`config.mk`:
```
export PLATFORM = sky130hd
export DESIGN_NAME = apb_bus_master
export DESIGN_NICKNAME = d
export VERILOG_FILES = /design/src/rtl/apb_bus_master_pkg.sv /design/src/rtl/apb_bus_master_lsu_align.sv /design/src/rtl/apb_bus_master.sv
export SDC_FILE = /design/constraint.sdc
export NUM_CORES = 1
export LEC_CHECK = 0
export CAP_MARGIN = 30
export CORE_AREA = 2 2 140 142
export DETAILED_ROUTE_END_ITERATION = 10
export DIE_AREA = 0 0 142 144
export GPL_ROUTABILITY_DRIVEN = 0
export PLACE_DENSITY = 0.77
export SLEW_MARGIN = 20
export SYNTH_ARGS = -nofsm -noshare
export SYNTH_HDL_FRONTEND = slang
export SYNTH_SLANG_ARGS = --single-unit
```
`constraint.sdc`:
```
create_clock -name clk -period 4 [get_ports clk]
set_clock_uncertainty 0.2 [all_clocks]
set_input_delay 0.4 -clock clk [delete_from_list [all_inputs] [get_ports clk]]
set_output_delay 0.4 -clock clk [all_outputs]
set_load 0.05 [all_outputs]
```
`src/rtl/apb_bus_master_pkg.sv`:
```
// ============================================================================
// Module      : bus_pkg
// Description : Shared types and constants for the load/store APB bridge.
// Revision    : 1.0 - initial release
// ============================================================================
`default_nettype none

package bus_pkg;

  typedef enum logic [1:0] {
    IDLE   = 2'd0,
    SETUP  = 2'd1,
    ACCESS = 2'd2,
    DONE   = 2'd3
  } bus_state_t;

  // RV32I load/store funct3 encodings
  localparam logic [2:0] LS_B  = 3'b000;
  localparam logic [2:0] LS_H  = 3'b001;
  localparam logic [2:0] LS_W  = 3'b010;
  localparam logic [2:0] LS_BU = 3'b100;
  localparam logic [2:0] LS_HU = 3'b101;

  function automatic int unsigned sel_bits(input int unsigned n);
    int unsigned b;
    b = 0;
    for (int i = 0; i < 31; i++) begin
      if ((32'd1 << i) < n) b = i + 1;
    end
    return b;
  endfunction

endpackage

`default_nettype wire

```
`src/rtl/apb_bus_master_lsu_align.sv`:
```
// ============================================================================
// Module      : lsu_align
// Description : Byte-lane steering for stores and extraction/extension for loads.
// Revision    : 1.0 - initial release
// ============================================================================
`default_nettype none

module lsu_align
  import bus_pkg::*;
(
  input  logic [2:0]  funct3_i,
  input  logic        write_i,
  input  logic [1:0]  addr_lo_i,
  input  logic [31:0] wdata_i,
  input  logic [31:0] prdata_i,
  output logic [3:0]  pstrb_o,
  output logic [31:0] pwdata_o,
  output logic [31:0] rdata_o,
  output logic        bad_o
);

  logic [7:0]  w_byte;
  logic [15:0] w_half;

  assign w_byte = prdata_i[{addr_lo_i, 3'b000} +: 8];
  assign w_half = prdata_i[{addr_lo_i[1], 4'b0000} +: 16];

  always_comb begin
    pstrb_o  = 4'b0000;
    pwdata_o = wdata_i;
    rdata_o  = 32'd0;
    bad_o    = 1'b0;
    if (write_i) begin
      case (funct3_i)
        LS_B: begin
          pstrb_o  = 4'b0001 << addr_lo_i;
          pwdata_o = {4{wdata_i[7:0]}};
        end
        LS_H: begin
          pstrb_o  = 4'b0011 << {addr_lo_i[1], 1'b0};
          pwdata_o = {2{wdata_i[15:0]}};
          bad_o    = addr_lo_i[0];
        end
        LS_W: begin
          pstrb_o = 4'b1111;
          bad_o   = |addr_lo_i;
        end
        default: bad_o = 1'b1;
      endcase
    end else begin
      case (funct3_i)
        LS_B:  rdata_o = {{24{w_byte[7]}}, w_byte};
        LS_BU: rdata_o = {24'd0, w_byte};
        LS_H: begin
          rdata_o = {{16{w_half[15]}}, w_half};
          bad_o   = addr_lo_i[0];
        end
        LS_HU: begin
          rdata_o = {16'd0, w_half};
          bad_o   = addr_lo_i[0];
        end
        LS_W: begin
          rdata_o = prdata_i;
          bad_o   = |addr_lo_i;
        end
        default: bad_o = 1'b1;
      endcase
    end
  end

endmodule

`default_nettype wire

```
`src/rtl/apb_bus_master.sv`:
```
// ============================================================================
// Module      : apb_bus_master
// Description : Bridges RV32I load/store requests onto an APB4 bus of NUM_SLAVES slaves.
// Revision    : 1.0 - initial release
// ============================================================================
`default_nettype none

module apb_bus_master
  import bus_pkg::*;
#(
  parameter int unsigned NUM_SLAVES      = 4,
  parameter logic [31:0] BASE_ADDR       = 32'h1000_0000,
  parameter int unsigned SLAVE_SPAN_BITS = 12,
  parameter int unsigned TIMEOUT_CYCLES  = 255
) (
  input  logic                     clk,
  input  logic                     reset,
  input  logic                     req,
  input  logic                     write,
  input  logic [31:0]              addr,
  input  logic [31:0]              wdata,
  input  logic [2:0]               funct3,
  output logic [31:0]              rdata,
  output logic                     ready,
  output logic                     err,
  output logic [31:0]              paddr,
  output logic [31:0]              pwdata,
  output logic                     pwrite,
  output logic [3:0]               pstrb,
  output logic [NUM_SLAVES-1:0]    psel,
  output logic                     penable,
  input  logic [NUM_SLAVES*32-1:0] prdata,
  input  logic [NUM_SLAVES-1:0]    pready,
  input  logic [NUM_SLAVES-1:0]    pslverr
);

  localparam int unsigned SEL_LOG = sel_bits(NUM_SLAVES);
  localparam int unsigned SEL_W   = (SEL_LOG == 0) ? 1 : SEL_LOG;
  localparam int unsigned MAP_LSB = SLAVE_SPAN_BITS + SEL_LOG;
  localparam int unsigned CNT_W   = $clog2(TIMEOUT_CYCLES + 1);
  localparam logic [NUM_SLAVES-1:0] SEL_ONE = 1;
  localparam logic [CNT_W-1:0]      CNT_LAST = CNT_W'(TIMEOUT_CYCLES - 1);

  bus_state_t              state_q;
  logic [1:0]              addr_lo_q;
  logic [2:0]              funct3_q;
  logic                    write_q;
  logic [SEL_W-1:0]        sel_q;
  logic [CNT_W-1:0]        cnt_q;
  logic [31:0]             paddr_q, pwdata_q, rdata_q;
  logic [3:0]              pstrb_q;
  logic                    pwrite_q, penable_q, ready_q, err_q;
  logic [NUM_SLAVES-1:0]   psel_q;

  logic [SEL_W-1:0] w_sel;
  logic             w_mapped;
  logic [2:0]       w_f3;
  logic [1:0]       w_lo;
  logic             w_wr;
  logic [31:0]      w_prword, w_pwdata, w_rdata;
  logic [3:0]       w_pstrb;
  logic             w_bad;

  assign w_sel    = (SEL_LOG == 0) ? '0 : addr[SLAVE_SPAN_BITS +: SEL_W];
  assign w_mapped = (addr[31:MAP_LSB] == BASE_ADDR[31:MAP_LSB]) && (32'(w_sel) < NUM_SLAVES);

  // Alignment unit sees the live request while idle and the latched one afterwards
  assign w_f3     = (state_q == IDLE) ? funct3   : funct3_q;
  assign w_lo     = (state_q == IDLE) ? addr[1:0] : addr_lo_q;
  assign w_wr     = (state_q == IDLE) ? write    : write_q;
  assign w_prword = prdata[32*sel_q +: 32];

  lsu_align u_lsu_align (
    .funct3_i  (w_f3),
    .write_i   (w_wr),
    .addr_lo_i (w_lo),
    .wdata_i   (wdata),
    .prdata_i  (w_prword),
    .pstrb_o   (w_pstrb),
    .pwdata_o  (w_pwdata),
    .rdata_o   (w_rdata),
    .bad_o     (w_bad)
  );

  always_ff @(posedge clk or posedge reset) begin
    if (reset) begin
      state_q   <= IDLE;
      addr_lo_q <= 2'd0;
      funct3_q  <= 3'd0;
      write_q   <= 1'b0;
      sel_q     <= '0;
      cnt_q     <= '0;
      paddr_q   <= 32'd0;
      pwdata_q  <= 32'd0;
      rdata_q   <= 32'd0;
      pstrb_q   <= 4'd0;
      pwrite_q  <= 1'b0;
      penable_q <= 1'b0;
      ready_q   <= 1'b0;
      err_q     <= 1'b0;
      psel_q    <= '0;
    end else begin
      case (state_q)
        IDLE: begin
          if (req) begin
            addr_lo_q <= addr[1:0];
            funct3_q  <= funct3;
            write_q   <= write;
            sel_q     <= w_sel;
            cnt_q     <= '0;
            if (w_mapped && !w_bad) begin
              state_q  <= SETUP;
              psel_q   <= SEL_ONE << w_sel;
              paddr_q  <= {addr[31:2], 2'b00};
              pwdata_q <= w_pwdata;
              pwrite_q <= write;
              pstrb_q  <= w_pstrb;
            end else begin
              state_q <= DONE;
              ready_q <= 1'b1;
              err_q   <= 1'b1;
              rdata_q <= 32'd0;
            end
          end
        end
        SETUP: begin
          penable_q <= 1'b1;
          state_q   <= ACCESS;
        end
        ACCESS: begin
          if (pready[sel_q]) begin
            rdata_q   <= w_rdata;
            err_q     <= pslverr[sel_q];
            ready_q   <= 1'b1;
            psel_q    <= '0;
            penable_q <= 1'b0;
            state_q   <= DONE;
          end else if (cnt_q == CNT_LAST) begin
            rdata_q   <= 32'd0;
            err_q     <= 1'b1;
            ready_q   <= 1'b1;
            psel_q    <= '0;
            penable_q <= 1'b0;
            state_q   <= DONE;
          end else begin
            cnt_q <= cnt_q + 1'b1;
          end
        end
        DONE: begin
          ready_q <= 1'b0;
          state_q <= IDLE;
        end
        default: state_q <= IDLE;
      endcase
    end
  end

  assign rdata   = rdata_q;
  assign ready   = ready_q;
  assign err     = err_q;
  assign paddr   = paddr_q;
  assign pwdata  = pwdata_q;
  assign pwrite  = pwrite_q;
  assign pstrb   = pstrb_q;
  assign psel    = psel_q;
  assign penable = penable_q;

endmodule

`default_nettype wire

```
# After elaboration in Yosys (flattened, before gate mapping)
# Cells that the tools add are included.
word_totals:
  inputBits: 207
  reg_bits: 124
op_classes:
  order_cmp: 1
  n_mux: 45
  n_eq_ne: 15
  n_shift: 6
  add_sub_neg: 1
  reduce_logical: 18
op_table:
  columns: ["op", "n"]
  rows:
  - ["$mux 32", 6]
  - ["$pmux 32 s5", 1]
  - ["$pmux 32 s2", 2]
  - ["$shiftx 128x8->32", 1]
  - ["$shiftx 32x6->16", 1]
  - ["$shiftx 32x6->8", 1]
  - ["$mux 8", 3]
  - ["$mux 4", 5]
  - ["$eq 18x15->1 const B", 1]
  - ["$pmux 8 s2", 1]
  - ["$reduce_and 4->1", 4]
  - ["$pmux 4 s3", 1]
  - ["$mux 1", 11]
  - ["$mux 2", 5]
  - ["$pmux 1 s3", 3]
  - ["$add 8x1->8 const B", 1]
  - ["$eq 8x8->1 const B", 1]
  - ["$ne 2x2->1 const B", 4]
  - ["$pmux 2 s4", 1]
  - ["$pmux 4 s2", 1]
  - ["$shl 1x2->4 const A", 2]
  - ["$eq 3x3->1 const B", 2]
  - ["$reduce_and 2->1", 3]
  - ["$reduce_or 2->1", 3]
  - ["18 further kinds", 22]

# Longest topological paths before layout
# Gate-level depths: netlist of the first run.
logic_depth:
  word_depth: 11
  ltp_mapped: 11
  mapped_depth_nobuf: 7

# Modules after synthesis
# From an unflattened synthesis of the first run, not the netlist that was laid out.
hier_totals:
  hier_cells: 635
  hier_area_um2: 7523.5
modules_own_cells:
  columns: ["module", "seq_area_each_um2", "area_per_inst_um2", "cells_each", "instances"]
  rows:
  - ["apb_bus_master", 3103.0, 6107.1, 450, 1]
  - ["lsu_align", 0.0, 1416.4, 185, 1]

# Worst setup path after synthesis of the first run
# No wires, ideal clock.
synth_timing:
  path_kind: "register to register"
  from: "reg state_q[0]"
  to: "reg rdata_q[10] (netlist: rdata[10])"
  slack_ns: 1.305
  path_stages_with_launch: 12
  arrival_ns: 2.369
  setup_time_ns: 0.126
  synth_period_minus_slack_ns: 2.695
  t_required_ns: 3.674
  n_path_buf: 4
  cell_sequence: "dfrtp_1 -> inv_1 -> ha_1 -> buf_6 -> buf_6 -> mux2i_4 -> o21ba_1 -> buf_2 -> or2_1 -> buf_2 -> a22o_1 -> a221o_1"
synth_via:
  elab_chain_len: 10
  word_cells_on_any_way: 29
  cone_classes: "eq/ne (8); shift (2); mux (10); reduce/logical (9)"
synth_rtl:
  columns: ["item", "line", "source"]
  rows:
  - ["start: declaration", "apb_bus_master.sv:44", "bus_state_t state_q;"]
  - ["start signal: assignment", "apb_bus_master.sv:87", "state_q <= IDLE;"]
  - ["start signal: assignment", "apb_bus_master.sv:112", "state_q <= SETUP;"]
  - ["start signal: assignment", "apb_bus_master.sv:119", "state_q <= DONE;"]
  - ["parallel branches: the longest is 10 deep, another holds $shiftx 32x6->16", null, null]
  - ["end signal: assignment", "apb_bus_master.sv:132", "rdata_q <= w_rdata;"]
  - ["end: declaration", "apb_bus_master.sv:50", "logic [31:0] paddr_q, pwdata_q, rdata_q;"]
# Parallel ways; which one is timed is not known.
# A chain may end at the register's enable or synchronous reset.

# Worst setup path after layout of the first run
layout_timing:
  from: "reg state_q[0]"
  to: "reg rdata_q[26] (netlist: rdata[26])"
# Same word-level chain as after synthesis.

==> summary.md, run 1 <==
| Metric | Value |
|---|---|
| Status | finished, final reports clean |
| Hold-fix buffers, CTS | 0 |
| Total GRT Usage | 0.223 |
| HP Class | in -> async |
| Synth top area cells | dfrtp_1 44%, mux4_2 11%, nand2_1 3.6% |
| Worst reg2reg path depth | 9 |
| Synth area leader | dfrtp_1 |
| Most frequent cells after synthesis | 124 x dfrtp_1, 68 x nand2_1, 34 x mux4_2, 31 x a21oi_1, 31 x inv_1 |
| Die height | 144 um |
| Sequential cell area fraction in the yosys report | 0.441 |
| Final period utilization | 0.854 |
| # DRC | 0 |
| Syn Std Cell Area | 0.00703 mm2 |
| Tightest Pin Transition | 0.922 ns |
| MaxCap Viol Count | 0 |
| Via count | 6,240 |
| CP most frequent cell | buf_4 |
| Crit path arrival time | 3.50 ns |
| Yosys cell types | 68 |
| Cells after Synth | 622 |
| Worst-path cell chain | inv_1 > ha_1 > buf_4 > mux2_2 > and3_1 > o41ai_2 > and4bb_1 > buf_4 > a221oi_1 |
| Worst rel slew slack | 0.385 |
| Ports | 315 |
| Vias in the first global route | 6,560 |
| Antenna diodes | 0 |
| WL/cell | 18.9 um |
| Lkg Pwr | 4.61 nW |
| Layout cells sized above 1 | 0.140 |
| DRT iter0 DRCs | 273 |
| Area share of the largest cell type after synthesis | 0.441 |
| Ys async rst share | 1.00 |
| DR pass1 iterations | 4 |
| Largest net degree at the start of global routing | 96 |
| Crit-path slowest cell | mux2_2 |
| Buffers on Ports | 312 |
| CP Launch Type | flip-flop |
| H-tree depth | 4 |
| Setup_tns | 0 ns |
| Final ANT Viol Nets | 0 |
| RSZ-0062 raised after global routing | false |
| Fmax | 293 MHz |
| Synth warnings | 0 |
| Die area | 0.0204 mm2 |
| Register bit total from synthesis | 124 |
| Die Wd | 142 um |
| Max clock buf depth | 2 |
| Max IR drop VDD | 0.343 mV |
| Setup bufs post-CTS | 0 |
| Rows | 51 |
| First-pass GRT wire length | 35,300 um |
| Min Clock Period, post-route | 3.42 ns |
| Antenna violations before repair | 1 |
| Cell with the most instances after synthesis | dfrtp_1 |
| EDFF count, synth | 0 |
| Clock transition at path regs | 0.06 ns |
| R2R Setup Slk | 0.58 ns |
| Root buffer cell | clkbuf_16 |
| CTS tree | done |
| Gr ovfl total | 0 |
| R2R Path End | rdata[26]$_DFFE_PP0P_ |
| Largest fanout on the critical path | 22 |
| Hold Violations, Final | 0 |
| Worst stage delay on the critical path | 0.52 ns |
| Vias/cell | 5.31 |
| Clk sink count | 124 |
| Crit end category | flip-flop |
| Fin. max-slew vios | 0 |
| Ys flop type | dfrtp_1 |
| Worst setup slack after layout | 0.584 ns |
| Power Density | 643 mW/mm2 |
| WL final | 22,300 um |
| R2r startpoint | state_q[0]$_DFFE_PP0P_ |
| TritonCTS Buffers | 17 |
| Core box area | 0.0191 mm2 |
| # nets final | 1,138 |
| Place WS | 0.587 ns |
| Worst skew pair latency | 0.41 ns |
| CTS resizes | 0 |
| Area delta synth->final | 55.7% |
| HPWL Detailed | 17,300 um |
| Critical path class | reg -> reg |
| Setup-failing EPs final | 0 |
| Starting Density | 0.369 |
| Worst Path Required | 4.08 ns |
| Syn_area_per_cell | 11.3 um2 |
==> sequential cells by signal (all words and copies together) (netlist names), 3 cells and up <==
name	count
pwdata	32
rdata	32
paddr	30
cnt_q	8
psel	4
pstrb	4
funct3_q	3
==> cell usage in the layout, fill, tap and decap left out, types with 19 or more instances in the layout <==
master,n
clkdlybuf4s50_1,312
dfrtp_1,123
nand2_1,68
mux4_2,34
a21oi_1,31
inv_1,30
o21ai_0,28
mux2_1,21
o211ai_1,19
==> report_power, final <==
| group | total (mW) | switching (mW) | leakage, nW | internal (mW) |
|---|---|---|---|---|
| Sequential | 1.70 | 0.211 | 1.67 | 1.49 |
| Combinational | 3.83 | 2.21 | 2.65 | 1.62 |
| Clock | 1.52 | 0.592 | 0.289 | 0.926 |
==> how the worst max path moves through the flow <==
stage | startpoint | end | slack [ns] | cells after the start
6_report | state_q[0]$_DFFE_PP0P_ | rdata[26]$_DFFE_PP0P_ | 0.58 | 9
5_1_grt | state_q[0]$_DFFE_PP0P_ | rdata[27]$_DFFE_PP0P_ | 0.38 | 9
3_5_place_dp | state_q[0]$_DFFE_PP0P_ | rdata[26]$_DFFE_PP0P_ | 0.59 | 9
2_1_floorplan | reset | addr_lo_q[0]$_DFFE_PP0P_ | 0.10 | 1
4_1_cts | state_q[0]$_DFFE_PP0P_ | rdata[26]$_DFFE_PP0P_ | 0.58 | 9
3_3_place_gp | addr[14] | paddr[6]$_DFFE_PP0P_ | 0.64 | 6
==> critical path, delay by kind of cell (launching register included) <==
kind            cells  cell delay, ns
fa+ha+maj           1            0.38
simple gates        2            0.49
flops               1            0.42
buf+inv             3            0.71
mux                 1            0.52
compound gates      2            0.55
==> cells by family (layout without fill, tap and decap cells) <==
group,Yosys count,count (layout),synth area share
XOR/XNOR,5,5,0.00623
buffers and inverters,79,394,0.0526
flip-flops,124,124,0.441
adder cells (fa/ha/maj),6,6,0.0107
AND/OR/NAND/NOR,147,147,0.111
multiplexers,91,91,0.200
AO/OA/AOI/OAI,169,169,0.178
other,1,2,0.000533
==> cell type report <==
cell class,count,area (um2)
Fill cell,1621,8130
Multi-Input combinational cell,420,3570
Timing Repair Buffer,330,3270
Sequential cell,124,3100
Clock buffer,17,425
Tap cell,238,298
Clock inverter,15,161
Inverter,32,123
==> per-stage QoR <==
stage | instances | power [mW] | hold slack [ns] | instance area, um2 | utilization
6_report | 1176 | 7.05 | 0.275 | 11000 | 0.574
5_1_grt | 1176 | 7.47 | 0.288 | 11000 | 0.574
4_1_cts | 1176 | 7.09 | 0.274 | 10900 | 0.574
3_5_place_dp | 1144 | 5.53 | 0.256 | 10400 | 0.543
3_3_place_gp | 1144 | 5.47 | 0.252 | 10400 | 0.543
2_1_floorplan | 623 | 4.43 | 0.297 | 7040 | -
==> metal layers <==
| layer | global-route usage | vias up | routed length, um |
|---|---|---|---|
| met5 | 0 | - | 13 |
| met4 | 0.0826 | 2 | 588 |
| met3 | 0.0652 | 40 | 1660 |
| met2 | 0.384 | 275 | 11000 |
| met1 | 0.265 | 2991 | 9030 |
| li1 | - | 2932 | - |
No activity file was read; power rests on OpenSTA's default activity.
==> run 2, diff against run 1 <==
Settings changed: CELL_PAD_IN_SITES_DETAIL_PLACEMENT set to 1, CELL_PAD_IN_SITES_GLOBAL_PLACEMENT set to 2, CORE_AREA 2 2 140 142 to 2 2 178 180, DIE_AREA 0 0 142 144 to 0 0 180 182, PLACE_DENSITY 0.77 to 0.78.
==> run 2 against run 1 <==
Sequential power is essentially flat. Worst hold slack gained 0.0013 ns. Global-route usage shrank 6.2 points. Die area grew 60%. Power grew 2.4%. Flip-flop and latch count is the same. Sequential share of layout area shrank 0.65 points. Critical path depth is the same. Non-clock buffer count grew 2. Via count grew 1.3%. Critical path type unchanged. Critical endpoint unchanged. Largest power group unchanged.
==> summary.md, run 2 (synthesis gave the netlist of run 1 again) <==
| Metric | Value |
|---|---|
| HP Class | reg -> reg |
| Hold endpoint | pstrb[3]$_DFFE_PP0P_ |
| Clk sink count | 124 (unchanged) |
| Power Density | 643 mW/mm2 (about the same) |
| Buffers on Ports | 312 (unchanged) |
| Worst hold path cell count | 1 |
| Worst stage delay on the critical path | 0.53 ns (about the same) |
| Ports | 315 (unchanged) |
| Setup bufs post-CTS | 0 (unchanged) |
| Crit-path slowest cell | mux2_2 |
| Hold-fix buffers, CTS | 0 (unchanged) |
| Max clock buf depth | 2 (unchanged) |
| Fillers | 3,457 (+110%) |
| WL final | 26,100 um (+17%) |
| Crit path arrival time | 3.47 ns (-0.03 ns) |
| R2R Path End | rdata[26]$_DFFE_PP0P_ |
| Worst skew pair latency | 0.42 ns (about the same) |
| CTS tree | done |
| Cell Area, Placed | 0.0106 mm2 (+2.1%) |
| Tightest Pin Transition | 0.791 ns (-0.131 ns) |
| TritonCTS Buffers | 17 (unchanged) |
| Largest net degree at the start of global routing | 91 (-5.2%) |
| First-pass GRT wire length | 40,800 um (+16%) |
| CP bufs+invs | 3 (unchanged) |
| R2R Setup Slk | 0.61 ns (+0.02 ns) |
| Via count | 6,323 (+1.3%) |
| Commonest non-fill, non-tap cell in the layout | clkdlybuf4s50_1 |
| Design area | 0.0112 mm2 (+2.3%) |
| Hold Crit Start | pstrb[3]$_DFFE_PP0P_ |
| Total GRT Usage | 0.161 (-0.0616) |
| RSZ-0062 raised after global routing | false |
| Vias/cell | 4.71 (-11%) |
| Final period utilization | 0.848 (-0.00590) |
| Starting Density | 0.227 (-0.142) |
| Hold Violations, Final | 0 (unchanged) |
| HPWL Detailed | 20,400 um (+17%) |
| Clock transition at path regs | 0.06 ns (about the same) |
| Fin. max-slew vios | 0 (unchanged) |
| Worst reg2reg path depth | 9 (unchanged) |
| Antenna diodes | 0 (unchanged) |
| H-tree depth | 4 (unchanged) |
| Vias in the first global route | 6,914 (+5.4%) |
| Worst rel slew slack | 0.473 (+0.0876) |
| Largest fanout on the critical path | 23 (+4.5%) |
| Die Wd | 180 um (+27%) |
| WL/cell | 19.5 um (+2.8%) |
| Setup_tns | 0 ns (unchanged) |
| Worst Path Required | 4.08 ns (about the same) |
| Die height | 182 um (+26%) |
| Core box area | 0.0310 mm2 (+62%) |
| R2r startpoint | state_q[1]$_DFFE_PP0P_ |
| CP Launch Type | flip-flop |
| CTS resizes | 0 (unchanged) |
| Rows | 65 (+27%) |
| Max IR drop VDD | 0.330 mV (-3.8%) |
| Final Power | 7.21 mW (+2.4%) |
| Crit end category | flip-flop |
| Min Clock Period, post-route | 3.39 ns (-0.0236 ns) |
| Layout cells sized above 1 | 0.141 (+0.00183) |
| Final ANT Viol Nets | 0 (unchanged) |
| CP top delay family | buffers and inverters |
| # nets final | 1,140 (+0.18%) |
| MaxCap Viol Count | 0 (unchanged) |
| Area delta synth->final | 59.4% |
| Die area | 0.0328 mm2 (+60%) |
| Root buffer cell | clkbuf_16 |
| # DRC | 0 (unchanged) |
| Worst-path cell chain | inv_1 > ha_1 > buf_4 > mux2_2 > and3_1 > o41ai_2 > and4bb_1 > buf_4 > a221oi_1 |
| Status | finished, final reports clean |
| Fmax | 295 MHz (+0.70%) |
| Gr ovfl total | 0 (unchanged) |
| Min Hold Slack | 0.277 ns (+0.00125 ns) |
| Critical path class | reg -> reg |
| DR pass1 iterations | 5 (+1) |
| Most frequent cells in the layout | 312 x clkdlybuf4s50_1, 123 x dfrtp_1, 68 x nand2_1, 34 x mux4_2, 31 x a21oi_1 |
| CP most frequent cell | buf_4 |
| DRT iter0 DRCs | 266 (-2.6%) |
| Antenna violations before repair | 0 (-1) |
| Setup-failing EPs final | 0 (unchanged) |
| Lkg Pwr | 4.63 nW (+0.49%) |
[run 2: where the power goes]
group	internal (mW)	switching (mW)
clock network	0.941	0.662
logic	1.61	2.29
registers	1.48	0.226
total	4.04	3.18
[run 2: worst max-delay path by stage]
stage                      startpoint                        to  cells after the start
3_3_place_gp                 addr[14]      paddr[5]$_DFFE_PP0P_                      5
5_1_grt        state_q[1]$_DFFE_PP0P_     rdata[29]$_DFFE_PP0P_                      9
4_1_cts        state_q[1]$_DFFE_PP0P_     rdata[29]$_DFFE_PP0P_                      9
2_1_floorplan                   reset  addr_lo_q[0]$_DFFE_PP0P_                      1
3_5_place_dp                funct3[0]      pstrb[2]$_DFFE_PP0P_                      6
6_report       state_q[1]$_DFFE_PP0P_     rdata[26]$_DFFE_PP0P_                      9
[run 2: metal layers]
layer  part of all wire  up-vias  wire length [um]  track usage
met2               0.49      215             12900        0.274
met1               0.44     3151             11500        0.203
met5                  0        -                 0            0
met3              0.057       18              1490       0.0409
met4              0.013        0               349       0.0455
li1                   -     2939                 -            -
[run 2: layout make-up]
type,instances,area (um2),area share
clock buffers,17,425,0.0380
clock inverters,15,176,0.0157
inverters,32,125,0.0112
multi-input cells,420,3570,0.318
flip-flops and latches,124,3100,0.277
well taps,402,503,0.0449
repair buffers,332,3310,0.295
[run 2: through the flow]
| stage | setup WS (ns) | cells | utilization |
|---|---|---|---|
| 2_1_floorplan | 0.101 | 623 | - |
| 5_1_grt | 0.379 | 1342 | 0.362 |
| 4_1_cts | 0.594 | 1341 | 0.361 |
| 3_3_place_gp | 0.664 | 1307 | 0.341 |
| 3_5_place_dp | 0.614 | 1309 | 0.341 |
| 6_report | 0.608 | 1342 | 0.362 |
